[src/rtl/reg_alu_datapath.sv]
// Register file + bypass muxes + 8-function ALU datapath.
// Result/flag register drives dout and the controller status flags.
module reg_alu_datapath #(
  parameter int M = 3,
  parameter int N = 8
) (
  input  logic         clk,
  input  logic         rst,
  input  logic [N-1:0] din,
  input  logic [M-1:0] waddr,
  input  logic [M-1:0] ra,
  input  logic [M-1:0] rb,
  input  logic [2:0]   op,
  input  logic         ie,
  input  logic         write,
  input  logic         reada,
  input  logic         readb,
  input  logic         en,
  input  logic         oe,
  input  logic [N-1:0] offset,
  input  logic         bypassa,
  input  logic         bypassb,
  output logic [N-1:0] dout,
  output logic         o_flag,
  output logic         z_flag,
  output logic         n_flag
);

  localparam int          DEPTH = 2 ** M;
  localparam logic [N-1:0] ONE  = N'(1);

  logic [N-1:0] r_rf [DEPTH];
  logic [N-1:0] r_res;
  logic         r_o;
  logic         r_z;
  logic         r_n;

  logic [N-1:0] w_a;
  logic [N-1:0] w_b;
  logic [N-1:0] w_opa;
  logic [N-1:0] w_opb;
  logic [N-1:0] w_alu;
  logic [N-1:0] w_wdata;
  logic         w_ovf;

  // Gated read ports, then immediate bypass onto each operand.
  always_comb begin
    w_a   = reada ? r_rf[ra] : '0;
    w_b   = readb ? r_rf[rb] : '0;
    w_opa = bypassa ? offset : w_a;
    w_opb = bypassb ? offset : w_b;
  end

  // ALU; overflow only meaningful for the arithmetic ops.
  always_comb begin
    w_alu = '0;
    w_ovf = 1'b0;
    unique case (op)
      3'b000: begin
        w_alu = w_opa + w_opb;
        w_ovf = (w_opa[N-1] == w_opb[N-1]) &&
                (w_alu[N-1] != w_opa[N-1]);
      end
      3'b001: begin
        w_alu = w_opa - w_opb;
        w_ovf = (w_opa[N-1] != w_opb[N-1]) &&
                (w_alu[N-1] != w_opa[N-1]);
      end
      3'b010: w_alu = w_opa & w_opb;
      3'b011: w_alu = w_opa | w_opb;
      3'b100: w_alu = w_opa ^ w_opb;
      3'b101: w_alu = ~w_opa;
      3'b110: w_alu = w_opa;
      3'b111: begin
        w_alu = w_opa + ONE;
        w_ovf = !w_opa[N-1] && w_alu[N-1];
      end
    endcase
  end

  assign w_wdata = ie ? din : r_res;

  // Register file write; writeback uses the pre-edge result register.
  always_ff @(posedge clk or negedge rst) begin
    if (!rst) begin
      for (int i = 0; i < DEPTH; i++) r_rf[i] <= '0;
    end else if (write) begin
      r_rf[waddr] <= w_wdata;
    end
  end

  // Result and flags load together when enabled.
  always_ff @(posedge clk or negedge rst) begin
    if (!rst) begin
      r_res <= '0;
      r_o   <= 1'b0;
      r_z   <= 1'b0;
      r_n   <= 1'b0;
    end else if (en) begin
      r_res <= w_alu;
      r_o   <= w_ovf;
      r_z   <= (w_alu == '0);
      r_n   <= w_alu[N-1];
    end
  end

  assign dout   = oe ? r_res : '0;
  assign o_flag = r_o;
  assign z_flag = r_z;
  assign n_flag = r_n;

endmodule

[config.mk]
export PLATFORM = sky130hd
export DESIGN_NAME = reg_alu_datapath
export DESIGN_NICKNAME = d
export VERILOG_FILES = /design/src/rtl/reg_alu_datapath.sv
export SDC_FILE = /design/constraint.sdc
export NUM_CORES = 1
export LEC_CHECK = 0
export ABC_AREA = 1
export BUFFER_PORTS_ARGS = -buffer_cell sky130_fd_sc_hd__buf_4
export CORE_MARGIN = 10
export CORE_UTILIZATION = 50
export CTS_CLUSTER_DIAMETER = 40
export DETAILED_ROUTE_END_ITERATION = 8
export GPL_TIMING_DRIVEN = 0
export HOLD_SLACK_MARGIN = 0.03
export PLACE_DENSITY = 0.67
export RECOVER_POWER = 100
export SETUP_SLACK_MARGIN = 0.4
export SLEW_MARGIN = 20
export SYNTH_ARGS = -nofsm -noshare
export SYNTH_HDL_FRONTEND = slang
export SYNTH_SLANG_ARGS = --single-unit
[constraint.sdc]
create_clock -name clk -period 4.3 [get_ports clk]
set_clock_uncertainty 0.1 [all_clocks]
set_input_delay 0.43 -clock clk [delete_from_list [all_inputs] [get_ports clk]]
set_output_delay 0.43 -clock clk [all_outputs]
set_load 0.01 [all_outputs]
-- Word-level counts from Yosys, hierarchy flattened
Cells that the tools add are included.
- register bits after elaboration: 75
- latch bits: 0
- bits in writable memories: 0
- ROM bits: 0
- bits of input ports: 38
- output and inout bits: 11
- logic and storage cells: 61
- memories: 0
- add/sub/neg operators: 3
- multipliers: 0
- div/mod/pow operators: 0
- magnitude comparators: 4
- eq/ne operators: 11
- shifts and indexed selects: 0
- multiplexer cells: 17
- bitwise operators: 7
- reduce and logical (&&, ||, !) cells: 7
- operators with widths (kind ; number):
    8-bit 2-to-1 mux ; 11
    64-bit bitwise mux ; 1
    8-bit one-hot mux with 8 select lines ; 1
    8-bit binary-select mux with 3-bit select ; 2
    8-bit demux with 3-bit select ; 1
    3-bit equality test, second input constant ; 4
    4-bit greater-or-equal comparator, second input constant ; 3
    3-bit inverter with 4-bit output ; 3
    8-bit by 1-bit adder with 8-bit output, second input constant ; 1
    8-bit adder ; 1
    8-bit bitwise AND ; 1
    8-bit logical NOT ; 1
    8-bit inverter ; 1
    8-bit bitwise OR ; 1
    8-bit subtractor ; 1
    8-bit bitwise XOR ; 1
    3-bit by 2-bit equality test with 1-bit output, second input constant ; 2
    1-bit logical AND ; 4
    4-bit by 1-bit less-than comparator with 1-bit output, second input constant ; 1
    3-bit by 1-bit equality test with 1-bit output, second input constant ; 1
    3-bit logical NOT ; 1
    1-bit != test ; 3
    1-bit one-hot mux with 3 select lines ; 1
    1-bit equality test ; 1
    1-bit logical NOT ; 1

-- Depth between registers and ports, before layout
Gate-level depths: netlist of the first run.
- depth in word-level cells: 10
- mapped depth: 25
- mapped depth without buffers: 24

-- Worst setup path after synthesis of the first run
OpenSTA, ideal clock, no wires.
- path type: input-to-reg
- start point: input rb[0]
- end point: register r_z (netlist: z_flag)
- library setup time: 0.117 ns
- data arrival time: 3.028 ns
- data required time: 4.083 ns
- path slack: 1.055 ns
- stages: 20
- path buffers: 2
- cells stage by stage: clkbuf_1 clkbuf_1 o21ai_0 a21oi_1 o221ai_1 o21ai_0 ha_1 inv_1 fa_1 o21ai_0 nand2_1 nand2_1 a21oi_1 o21ai_0 xor2_1 nand2_1 nand3_1 nor2_1 nand3_1 nand2_1
- cells in the longest elaborated chain, start to end: 9
- elaborated cells between the ends (all ways): 13
- those cells by class: 2 x add/sub; 6 x mux; 4 x bitwise; 1 x reduce/logical
- RTL lines (what ; line ; RTL):
    start: declaration ; 12 ; input logic [M-1:0] rb,
    3-bit inverter with 4-bit output (implied by the code) (*) ; 49 ; w_b = readb ? r_rf[rb] : '0;
    8-bit binary-select mux with 3-bit select (*) ; 49 ;
    8-bit 2-to-1 mux (implied by the code) (*) (2 in a row) ; 49 ;
    8-bit 2-to-1 mux (*) ; 49 ;
    8-bit 2-to-1 mux (*) ; 51 ; w_opb = bypassb ? offset : w_b;
    8-bit subtractor (tied with other cells) ; 65 ; w_alu = w_opa - w_opb;
    8-bit one-hot mux with 8 select lines (*) ; 58 ; unique case (op)
    8-bit logical NOT (*) ; 102 ; r_z <= (w_alu == '0);
    end signal: assignment ; 102 ;
    end: declaration ; 35 ; logic r_z;
Mark *: on every way between the ends. The rest lies on a longest branch, timed or not. The select of a mux whose other input is x is not followed.
A chain may end at the register's enable or synchronous reset.

-- Final worst setup path of the first run
- start point: input rb[1]
- end point: register r_z (netlist: z_flag)
The elaborated chain is that of the path after synthesis.

==> results of run 1 <==
[sequential cells by signal, indices dropped and copies added (netlist names)]
signal and cells:
r_rf 64, r_res 8, o_flag 1, z_flag 1
[cell families after synthesis]
kind of cell,synth area share
compound gates,0.200
buf+inv,0.112
simple gates,0.238
flops,0.330
mux,0.0442
fa+ha+maj,0.0629
xor+xnor,0.0125
[where the power goes]
part | switching, mW | internal (mW) | total, mW
Combinational | 0.490 | 0.258 | 0.748
Sequential | 0.0833 | 0.856 | 0.939
Clock | 0.273 | 0.338 | 0.611
Total | 0.847 | 1.45 | 2.30
[placed cells by master (no fill, tap or decap), types with 2 or more instances in the layout]
cell	count
o21ai_0	117
mux2_1	4
dfrtp_1	74
o221ai_1	8
mux2_2	18
nand4_1	3
clkbuf_1	30
o21ai_1	2
nor4_1	3
nand2_1	208
o211ai_1	15
nand3_2	2
nand3_1	62
fa_1	2
nand2_2	5
xor2_1	7
inv_2	4
o2111ai_1	2
a211oi_1	2
clkbuf_2	6
o22ai_1	2
buf_6	4
nor2_1	35
buf_4	26
a21oi_1	51
inv_1	121
buf_2	6
clkbuf_8	10
ha_1	25
bufinv_16	2
[layer usage]
layer | share of wire | GRT usage | routed length [um]
met5 | 0 | 0 | 0
met4 | 0.017 | 0.0737 | 318
met1 | 0.46 | 0.315 | 8350
met2 | 0.43 | 0.339 | 7930
met3 | 0.094 | 0.0482 | 1720
[per-stage QoR]
step,util,setup WS (ps),instances
global placement,0.560,161,995
global route,0.575,283,1009
CTS,0.580,453,1009
floorplan,-,1060,813
finish,0.575,433,1009
detailed placement,0.560,73.9,995
[final cells by class]
cell class | count | area, sq um
Sequential cell | 74 | 1850
Inverter | 125 | 469
Clock buffer | 10 | 138
Multi-Input combinational cell | 582 | 3120
Timing Repair Buffer | 42 | 256
Tap cell | 140 | 175
Buffer | 32 | 168
Clock inverter | 4 | 76.3
Fill cell | 1089 | 4630
[worst paths after layout]
| path | startpoint | end | slack (ps) |
|---|---|---|---|
| max | rb[1] | z_flag | 430 |
| min | en | r_res[2] | 260 |
| max reg2reg | r_rf[16] | z_flag | 840 |
| min reg2reg | o_flag | o_flag | 380 |
| max in group asynchronous | rst | r_rf[3] | 2520 |
| min in group asynchronous | rst | r_rf[23] | 460 |
[tightest hold or removal path, cell delays in order]
cell,delay (ps)
buf_4,90
nand2_1,60
o21a_1,100
==> metrics, run 1 <==
Seq/Total Area, Yosys 0.330; post-route DRC violation count 0; drt pass-1 iters 5; Period Utilization, post-route 0.899; largest cells by area after synthesis dfrtp_1 33%, nand2_1 14%, o21ai_0 10%; outcome finished, violations left; CP Capture Type register; Rows 38; Floorplan Core Area between 0.01 and 0.015 sq mm; Pleak between 3 and 4 nW; YS warnings 0; cell area after layout between 0.006 and 0.007 sq mm; largest net degree at the start of global routing 75; fin. max-slew vios 75; Num Clock Sinks 74; CTS tree built; Routed WL 18300 um; Arr. time, crit path about 4000 ps; Skew-Pair Late Insertion Delay 370 ps; number of diodes 0; Vias/cell between 5 and 6; share of the synthesized area in the top cell type 0.330; vias in the first global route between 5000 and 6000; clk buf depth 2; full die area 0.0159 sq mm; routability cong. 0.988; Post-Syn Area per Cell just under 7 sq um; Syn Nets around 880; share of post-route cells with drive strength above 1 0.101; placed cell areas 0.00610 sq mm; PostCTS Resize Cnt 0; initial drt markers 630; hpwl dp around 14000 um; total power 2.30 mW; violated checks capacitance limit, slew limit; Final Hold Fails 0; largest delay contributor family on the critical path compound AO/OA/AOI/OAI gates; clock slew at reported path FFs approximately 70 ps; Post-Syn Instances a little over 800; GRT overflow 0; unrepaired setup endpoints after global routing no; Crit Path Class in2reg; port bufs 42; number of buffers created by CTS 9; critical path fanouts, max 10; post-synthesis register bit count 74; number of flops mapped to enable cells by yosys 0; initial core utilization 0.515; number of antenna violations at the first check in global routing 0; crit path cell chain clkbuf_1 -> clkbuf_1 -> o21ai_0 -> a21oi_1 -> o221ai_1 -> o21ai_0 -> ha_1 -> inv_1 -> fa_1 -> o21ai_0 -> nand2_1 -> nand2_1 -> a21oi_1 -> o21ai_0 -> xor2_1 -> nand2_1 -> nand3_1 -> nor2_1 -> nand3_1 -> nand2_1; first-pass GRT wire length between 20000 and 30000 um; die width ~130 um; Die H 126 um; GRT Total Usage 0.225; dominant synthesized flop cell dfrtp_1; Req. time, crit path between 4000 and 5000 ps; Vias between 5000 and 6000; DRT antenna net count 0; Tightest Pin Transition between 1500 and 2000 ps; synthesized cell area between 0.005 and 0.006 sq mm; reg2reg path depth 20; Crit path buffers/inverters 3; critical path depth in cells 20; setup TNS 0 ps; Achievable Freq between 200 and 300 MHz; Max VDD drop slightly above 0.2 mV; I/O pin total between 40 and 50; area leader, netlist dfrtp_1; H-tree Lvls 3; Commonest cells post-synth 208 x nand2_1, 121 x inv_1, 112 x o21ai_0; Min Hold Slack between 200 and 300 ps; hold path cells 3; Slew headroom -0.246; endpoints failing setup 0; P per Cell Area approximately 370 mW/mm^2; element type at the critical path start input port; Tmin final 3870 ps; Setup Fix Bufs, Post-CTS 0; clock root cell clkbuf_8; per-cell routed wire length 18.2 um; Slowest-stage cell, CP clkbuf_1; slowest stage delay, CP between 400 and 500 ps; Hold Crit Class in2reg; area delta synth->final 11.6%; Nets roughly 930; Post-synth ARST share 1.00; hold buffer count at CTS 0; Yosys cell types 37; cell with the most instances after synthesis nand2_1; Max-Cap Viols 1
Power figures use the tool's default switching activity.
==> inputs of run 2 (changes only) <==
- clock period: 4.3 -> 4 ns (I/O delays scaled with it)
==> run 2 against run 1 <==
Compared with the run above:
- the run still ends with capacitance limit, slew limit left
- hold slack lost 31 ps
- flip-flop and latch count is the same
- design area grew 0.42%
- largest cell class unchanged
==> metrics, run 2 (synthesized netlist as in run 1, its figures left out) <==
Period Utilization, post-route 0.885; outcome finished, violations left (unchanged); Floorplan Core Area 0.0109 sq mm (unchanged); Vias/cell 5.81 (was 5.82); CTS tree built (unchanged); Max-Cap Viols 1 (unchanged); Top Registers r_rf x64, r_res x8 (unchanged); initial core utilization 0.515 (unchanged); most common cell after layout, fill and taps aside nand2_1 (unchanged); area delta synth->final 12.0% (was 11.6%); Achievable Freq approximately 280 MHz; clk buf depth 2 (unchanged); die width 126 um (unchanged); per-cell routed wire length 18.3 um (was 18.2 um); GRT Total Usage 0.225 (unchanged); routability cong. 0.988 (unchanged); final worst setup slack 462 ps (was 433 ps); hold buffer count at CTS 0 (unchanged); number of diodes 0 (unchanged); Slew headroom -0.249 (was -0.246); max reg flops 64 (unchanged); setup TNS 0 ps (unchanged); Tightest Pin Transition 1870 ps (about the same); Routed WL 18400 um (was 18300 um); Num Clock Sinks 74 (unchanged); initial drt markers 654 (was 630); port bufs 42 (unchanged); Nets 931 (unchanged); vias in the first global route 5626 (unchanged); critical path fanouts, max 10 (unchanged); unrepaired setup endpoints after global routing no (unchanged); first-pass GRT wire length 29200 um (unchanged); hpwl dp 14300 um (unchanged); number of buffers created by CTS 9 (unchanged); clock slew at reported path FFs 70 ps (about the same); Rows 38 (unchanged); Vias 5866 (was 5869); fin. max-slew vios 75 (unchanged); Max VDD drop 0.223 mV (was 0.208 mV); post-route DRC violation count 0 (unchanged); r2r setup slk 670 ps (was 840 ps); dpl ws -196 ps (was 73.9 ps); Hold Crit Class in2reg (unchanged); largest net degree at the start of global routing 75 (unchanged); GRT overflow 0 (unchanged); Req. time, crit path 4150 ps (was 4450 ps); endpoints failing setup 0 (unchanged); Arr. time, crit path 3690 ps (was 4020 ps); violated checks capacitance limit, slew limit (unchanged); clock root cell clkbuf_8 (unchanged); Biggest register r_rf (unchanged); CP Capture Type register (unchanged); Pleak 3.08 nW (was 3.07 nW); Fillers 1086 (was 1089); Tmin final between 3000 and 4000 ps; drt pass-1 iters 5 (unchanged); Skew-Pair Late Insertion Delay 370 ps (about the same); Die H 126 um (unchanged); DRT antenna net count 0 (unchanged); element type at the critical path start input port (unchanged); H-tree Lvls 3 (unchanged); Final Hold Fails 0 (unchanged); most frequent cells in the layout 208 x nand2_1, 121 x inv_1, 114 x o21ai_0, 74 x dfrtp_1, 62 x nand3_1 (was 208 x nand2_1, 121 x inv_1, 117 x o21ai_0, 74 x dfrtp_1, 62 x nand3_1); full die area 0.0159 sq mm (unchanged); number of antenna violations at the first check in global routing 0 (unchanged); Crit Path Class in2reg (unchanged); share of post-route cells with drive strength above 1 0.112 (was 0.101); I/O pin total 49 (unchanged); P per Cell Area 394 mW/mm^2 (was 367 mW/mm^2)
## run 2: changes by cell type in the layout (fill, tap and decap cells not counted), moves of 2 or more
cell	previous run	this run
o21ai_1	2	4
clkbuf_2	6	9
clkbuf_1	30	26
o21ai_0	117	114
## run 2: timing repair
| item | CTS | global route |
|---|---|---|
| pin swaps | 0 | 0 |
| setup endpoints to repair | 2 | 5 |
| buffers inserted | 0 | 0 |
| cloned | 0 | 0 |
| gates resized for setup | 5 | 16 |
## run 2: stage by stage
stage	hold slack, ps	power, mW	cells	cell area [sq um]	util
final	230	2.48	1009	6280	0.577
after global routing	232	2.64	1009	6280	0.577
after CTS	96.4	2.48	1009	6320	0.580
after detailed placement	366	1.82	995	6100	0.560
after global placement	366	1.79	995	6100	0.560
after floorplan	4.41	1.55	813	5610	-
## run 2: power by group
part	switching, mW	internal [mW]	total, mW
clock	0.292	0.364	0.656
sequential	0.0895	0.920	1.01
combinational	0.532	0.281	0.812
total	0.913	1.56	2.48
## run 2: critical path, cell delays in order
cell and delay, ps:
clkbuf_2 210, clkbuf_1 430, a21oi_1 130, o21ai_0 100, nand2_1 70, o221ai_1 230
o21ai_0 190, ha_1 440, inv_1 140, a21oi_1 190, o31ai_2 140, a21oi_1 150
o21ai_0 110, o2111ai_1 100, inv_1 60, a21oi_1 350, nor2_1 100, nand3_1 90
nand2_1 50
## run 2: metal layers
layer	GRT usage	wire [um]
met1	0.315	8540
met3	0.0482	1480
met2	0.339	8160
met4	0.0737	245
met5	0	0
## run 2: final timing paths
kind	from	end	cells past startpoint
min in group asynchronous	rst	r_rf[23]	1
worst min-delay path	en	r_res[2]	3
max in group asynchronous	rst	r_rf[3]	1
worst max-delay path	rb[0]	z_flag	19
worst min register to register	o_flag	o_flag	2
worst max register to register	r_rf[50]	z_flag	18
## run 2: layout make-up
type / instances / area [sq um] / area share
clock inverters: 4 / 76.3 / 0.0121
repair buffers: 42 / 260 / 0.0414
well taps: 140 / 175 / 0.0279
inverters: 125 / 469 / 0.0747
clock buffers: 10 / 138 / 0.0219
flip-flops and latches: 74 / 1850 / 0.295
plain buffers: 32 / 173 / 0.0275
multi-input cells: 582 / 3140 / 0.500
==> inputs of run 3 (changes only) <==
- REMOVE_ABC_BUFFERS: not set -> 1
==> run 3 against run 2 <==
Compared with the run above:
- the run still ends with capacitance limit, slew limit left
- combinational power shrank 4.8%
- global-route usage fell by 1.6 points
- utilization is 1.2 points lower
- critical endpoint unchanged
- highest routed layer unchanged
==> metrics, run 3 (synthesized netlist as in run 1, its figures left out) <==
Period Utilization, post-route 0.864 (was 0.885); most frequent cells in the layout 208 x nand2_1, 121 x inv_1, 111 x o21ai_0, 74 x dfrtp_1, 62 x nand3_1 (was 208 x nand2_1, 121 x inv_1, 114 x o21ai_0, 74 x dfrtp_1, 62 x nand3_1); Vias/cell 5.62 (was 5.81); clock root cell clkbuf_8 (unchanged); largest net degree at the start of global routing 75 (unchanged); initial drt markers 567 (was 654); GRT Total Usage 0.209 (was 0.225); Nets 905 (was 931); CTS tree built (unchanged); Max VDD drop 0.287 mV (was 0.223 mV); fin util 0.565 (was 0.577); Vias 5531 (was 5866); Switching Fraction 0.370 (was 0.369); most common cell after layout, fill and taps aside nand2_1 (unchanged); Crit Path Class in2reg (unchanged); Crit path buffers/inverters 2 (was 4); clock power share 0.255 (was 0.265); Biggest register r_rf (unchanged); number of antenna violations at the first check in global routing 0 (unchanged); Slew headroom -0.218 (was -0.249); Final Non-Filler Cells 985 (was 1009); endpoints failing setup 0 (unchanged); unrepaired setup endpoints after global routing no (unchanged); GRT overflow 0 (unchanged); Slowest-stage cell, CP nor2_2 (was ha_1); min-delay src en (unchanged); Arr. time, crit path 3650 ps (was 3690 ps); Combinational Power Share 0.324 (was 0.328); Seq pwr share 0.421 (was 0.407); Rows 38 (unchanged); Floorplan Core Area 0.0109 sq mm (unchanged); Num Clock Sinks 74 (unchanged); # placed instances 969 (was 995); first-pass GRT wire length 27200 um (was 29200 um); number of buffers created by CTS 9 (unchanged); full die area 0.0159 sq mm (unchanged); die width 126 um (unchanged); port bufs 48 (was 42); area delta synth->final 9.66% (was 12.0%); element type at the critical path start input port (unchanged); number of diodes 0 (unchanged); r2r setup slk 620 ps (was 670 ps); I/O pin total 49 (unchanged); per-cell routed wire length 17.4 um (was 18.3 um); H-tree Lvls 3 (unchanged); clock slew at reported path FFs 80 ps (was 70 ps); Routed WL 17100 um (was 18400 um); P per Cell Area 388 mW/mm^2 (was 394 mW/mm^2); Pleak 3.00 nW (was 3.08 nW); Tightest Pin Transition 1830 ps (was 1870 ps); Die H 126 um (unchanged); largest delay contributor family on the critical path simple AND/OR/NAND/NOR gates (was compound AO/OA/AOI/OAI gates); crit path cell chain buf_4 -> nor2_2 -> o221ai_1 -> o21ai_0 -> ha_1 -> inv_1 -> fa_1 -> nand3_1 -> nand2_1 -> nand2_1 -> nand2_1 -> a21oi_1 -> xor2_1 -> nor2_1 -> nor2_1 -> nand3_1 -> nor2_1 -> nand3_1 -> nand2_1 (was clkbuf_2 -> clkbuf_1 -> a21oi_1 -> o21ai_0 -> nand2_1 -> o221ai_1 -> o21ai_0 -> ha_1 -> inv_1 -> a21oi_1 -> o31ai_2 -> a21oi_1 -> o21ai_0 -> o2111ai_1 -> inv_1 -> a21oi_1 -> nor2_1 -> nand3_1 -> nand2_1); CP Capture Type register (unchanged); violated checks capacitance limit, slew limit (unchanged); Hold Crit Class in2reg (unchanged); P_sw 0.882 mW (was 0.913 mW); Max-Cap Viols 1 (unchanged); Final Hold Fails 0 (unchanged); R2R Path Start r_rf[16] (was r_rf[50]); setup TNS 0 ps (unchanged); Req. time, crit path 4200 ps (was 4150 ps); clk buf depth 2 (unchanged); hpwl dp 12200 um (was 14300 um); Most Frequent Cell on Critical Path nand2_1 (was a21oi_1); Tmin final 3450 ps (was 3540 ps); slowest stage delay, CP 440 ps (about the same); vias in the first global route 5143 (was 5626); drt pass-1 iters 5 (unchanged); Top Registers r_rf x64, r_res x8 (unchanged); Skew-Pair Late Insertion Delay 370 ps (about the same); critical path fanouts, max 8 (was 10); RR Endpoint z_flag (unchanged); Fillers 1093 (was 1086); DRT antenna net count 0 (unchanged); outcome finished, violations left (unchanged); max reg flops 64 (unchanged); Multi-input gate area 0.00313 sq mm (was 0.00314 sq mm); hold buffer count at CTS 0 (unchanged); WHS Endpoint r_res[7] (was r_res[2]); hold path cells 2 (was 3); final worst setup slack 545 ps (was 462 ps); fin. max-slew vios 75 (unchanged); share of post-route cells with drive strength above 1 0.103 (was 0.112); dpl ws -64.5 ps (was -196 ps); initial core utilization 0.515 (unchanged); Cell Int Power 1.50 mW (was 1.56 mW); register area 0.00185 sq mm (unchanged); post-route DRC violation count 0 (unchanged); Achievable Freq 289 MHz (was 283 MHz); reg2reg path depth 21 (was 18); routability cong. 0.933 (was 0.988)
==> run 3: changes by cell type in the layout (fill, tap and decap cells not counted), sizes merged <==
cell	before	now
bufinv	2	1
clkinv	0	1
buf	38	33
clkbuf	46	26
clkinvlp	1	2
==> run 3: metrics by stage <==
| stage | total power, mW | hold WS [ps] | area, sq um |
|---|---|---|---|
| detailed placement | 1.79 | 380 | 5990 |
| global route | 2.55 | 226 | 6150 |
| global placement | 1.76 | 371 | 5980 |
| floorplan | 1.52 | 4.41 | 5450 |
| CTS | 2.40 | 98.0 | 6190 |
| finish | 2.39 | 212 | 6150 |
==> run 3: timing repair <==
item / in CTS / in global routing
resized for setup: 1 / 10
setup buffers: 0 / 0
hold endpoints to repair: 0 / 0
endpoints found under the setup margin: 1 / 6
==> run 3: per-layer routing <==
| layer | part of all wire | global-route usage | wire length, um |
|---|---|---|---|
| met1 | 0.47 | 0.296 | 8010 |
| met2 | 0.45 | 0.322 | 7640 |
| met3 | 0.079 | 0.0415 | 1350 |
| met4 | 0.0072 | 0.0462 | 123 |
| met5 | 0 | 0 | 0 |
==> run 3: worst max-delay path by stage <==
stage,from,to,slack (ps),depth (start not counted)
floorplan,readb,z_flag,1160,18
global placement,bypassb,z_flag,-30,18
detailed placement,bypassb,z_flag,-60,18
CTS,ra[0],z_flag,420,18
global route,r_rf[48],z_flag,280,20
finish,bypassb,z_flag,550,19
==> run 3: worst reg2reg max path, stage by stage (launching register included) <==
cell and delay [ps]:
dfrtp_1 330, inv_1 50, a21oi_1 120, o21ai_0 90
nand2_1 80, o221ai_1 170, o21ai_0 230, ha_1 270
inv_1 70, fa_1 410, nand3_1 140, nand2_1 60
nand2_1 100, nand2_1 70, a21oi_1 170, xor2_1 170
nor2_1 70, nor2_1 90, nand3_1 200, nor2_1 160
nand3_1 100, nand2_1 70
==> run 3: power groups by stage <==
stage / combinational, mW / clock, mW / sequential, mW
after global placement: 0.754 / 0 / 1.01
after detailed placement: 0.772 / 0 / 1.02
final: 0.773 / 0.609 / 1.00
after global routing: 0.877 / 0.648 / 1.03
after CTS: 0.774 / 0.617 / 1.00
after floorplan: 0.525 / 0 / 0.993
==> run 3: final cells by class <==
| cell class | count | area share |
|---|---|---|
| Sequential cell | 74 | 0.301 |
| Tap cell | 140 | 0.0285 |
| Multi-Input combinational cell | 582 | 0.509 |
| Clock buffer | 11 | 0.0230 |
| Clock inverter | 5 | 0.0102 |
| Inverter | 125 | 0.0767 |
| Timing Repair Buffer | 48 | 0.0519 |
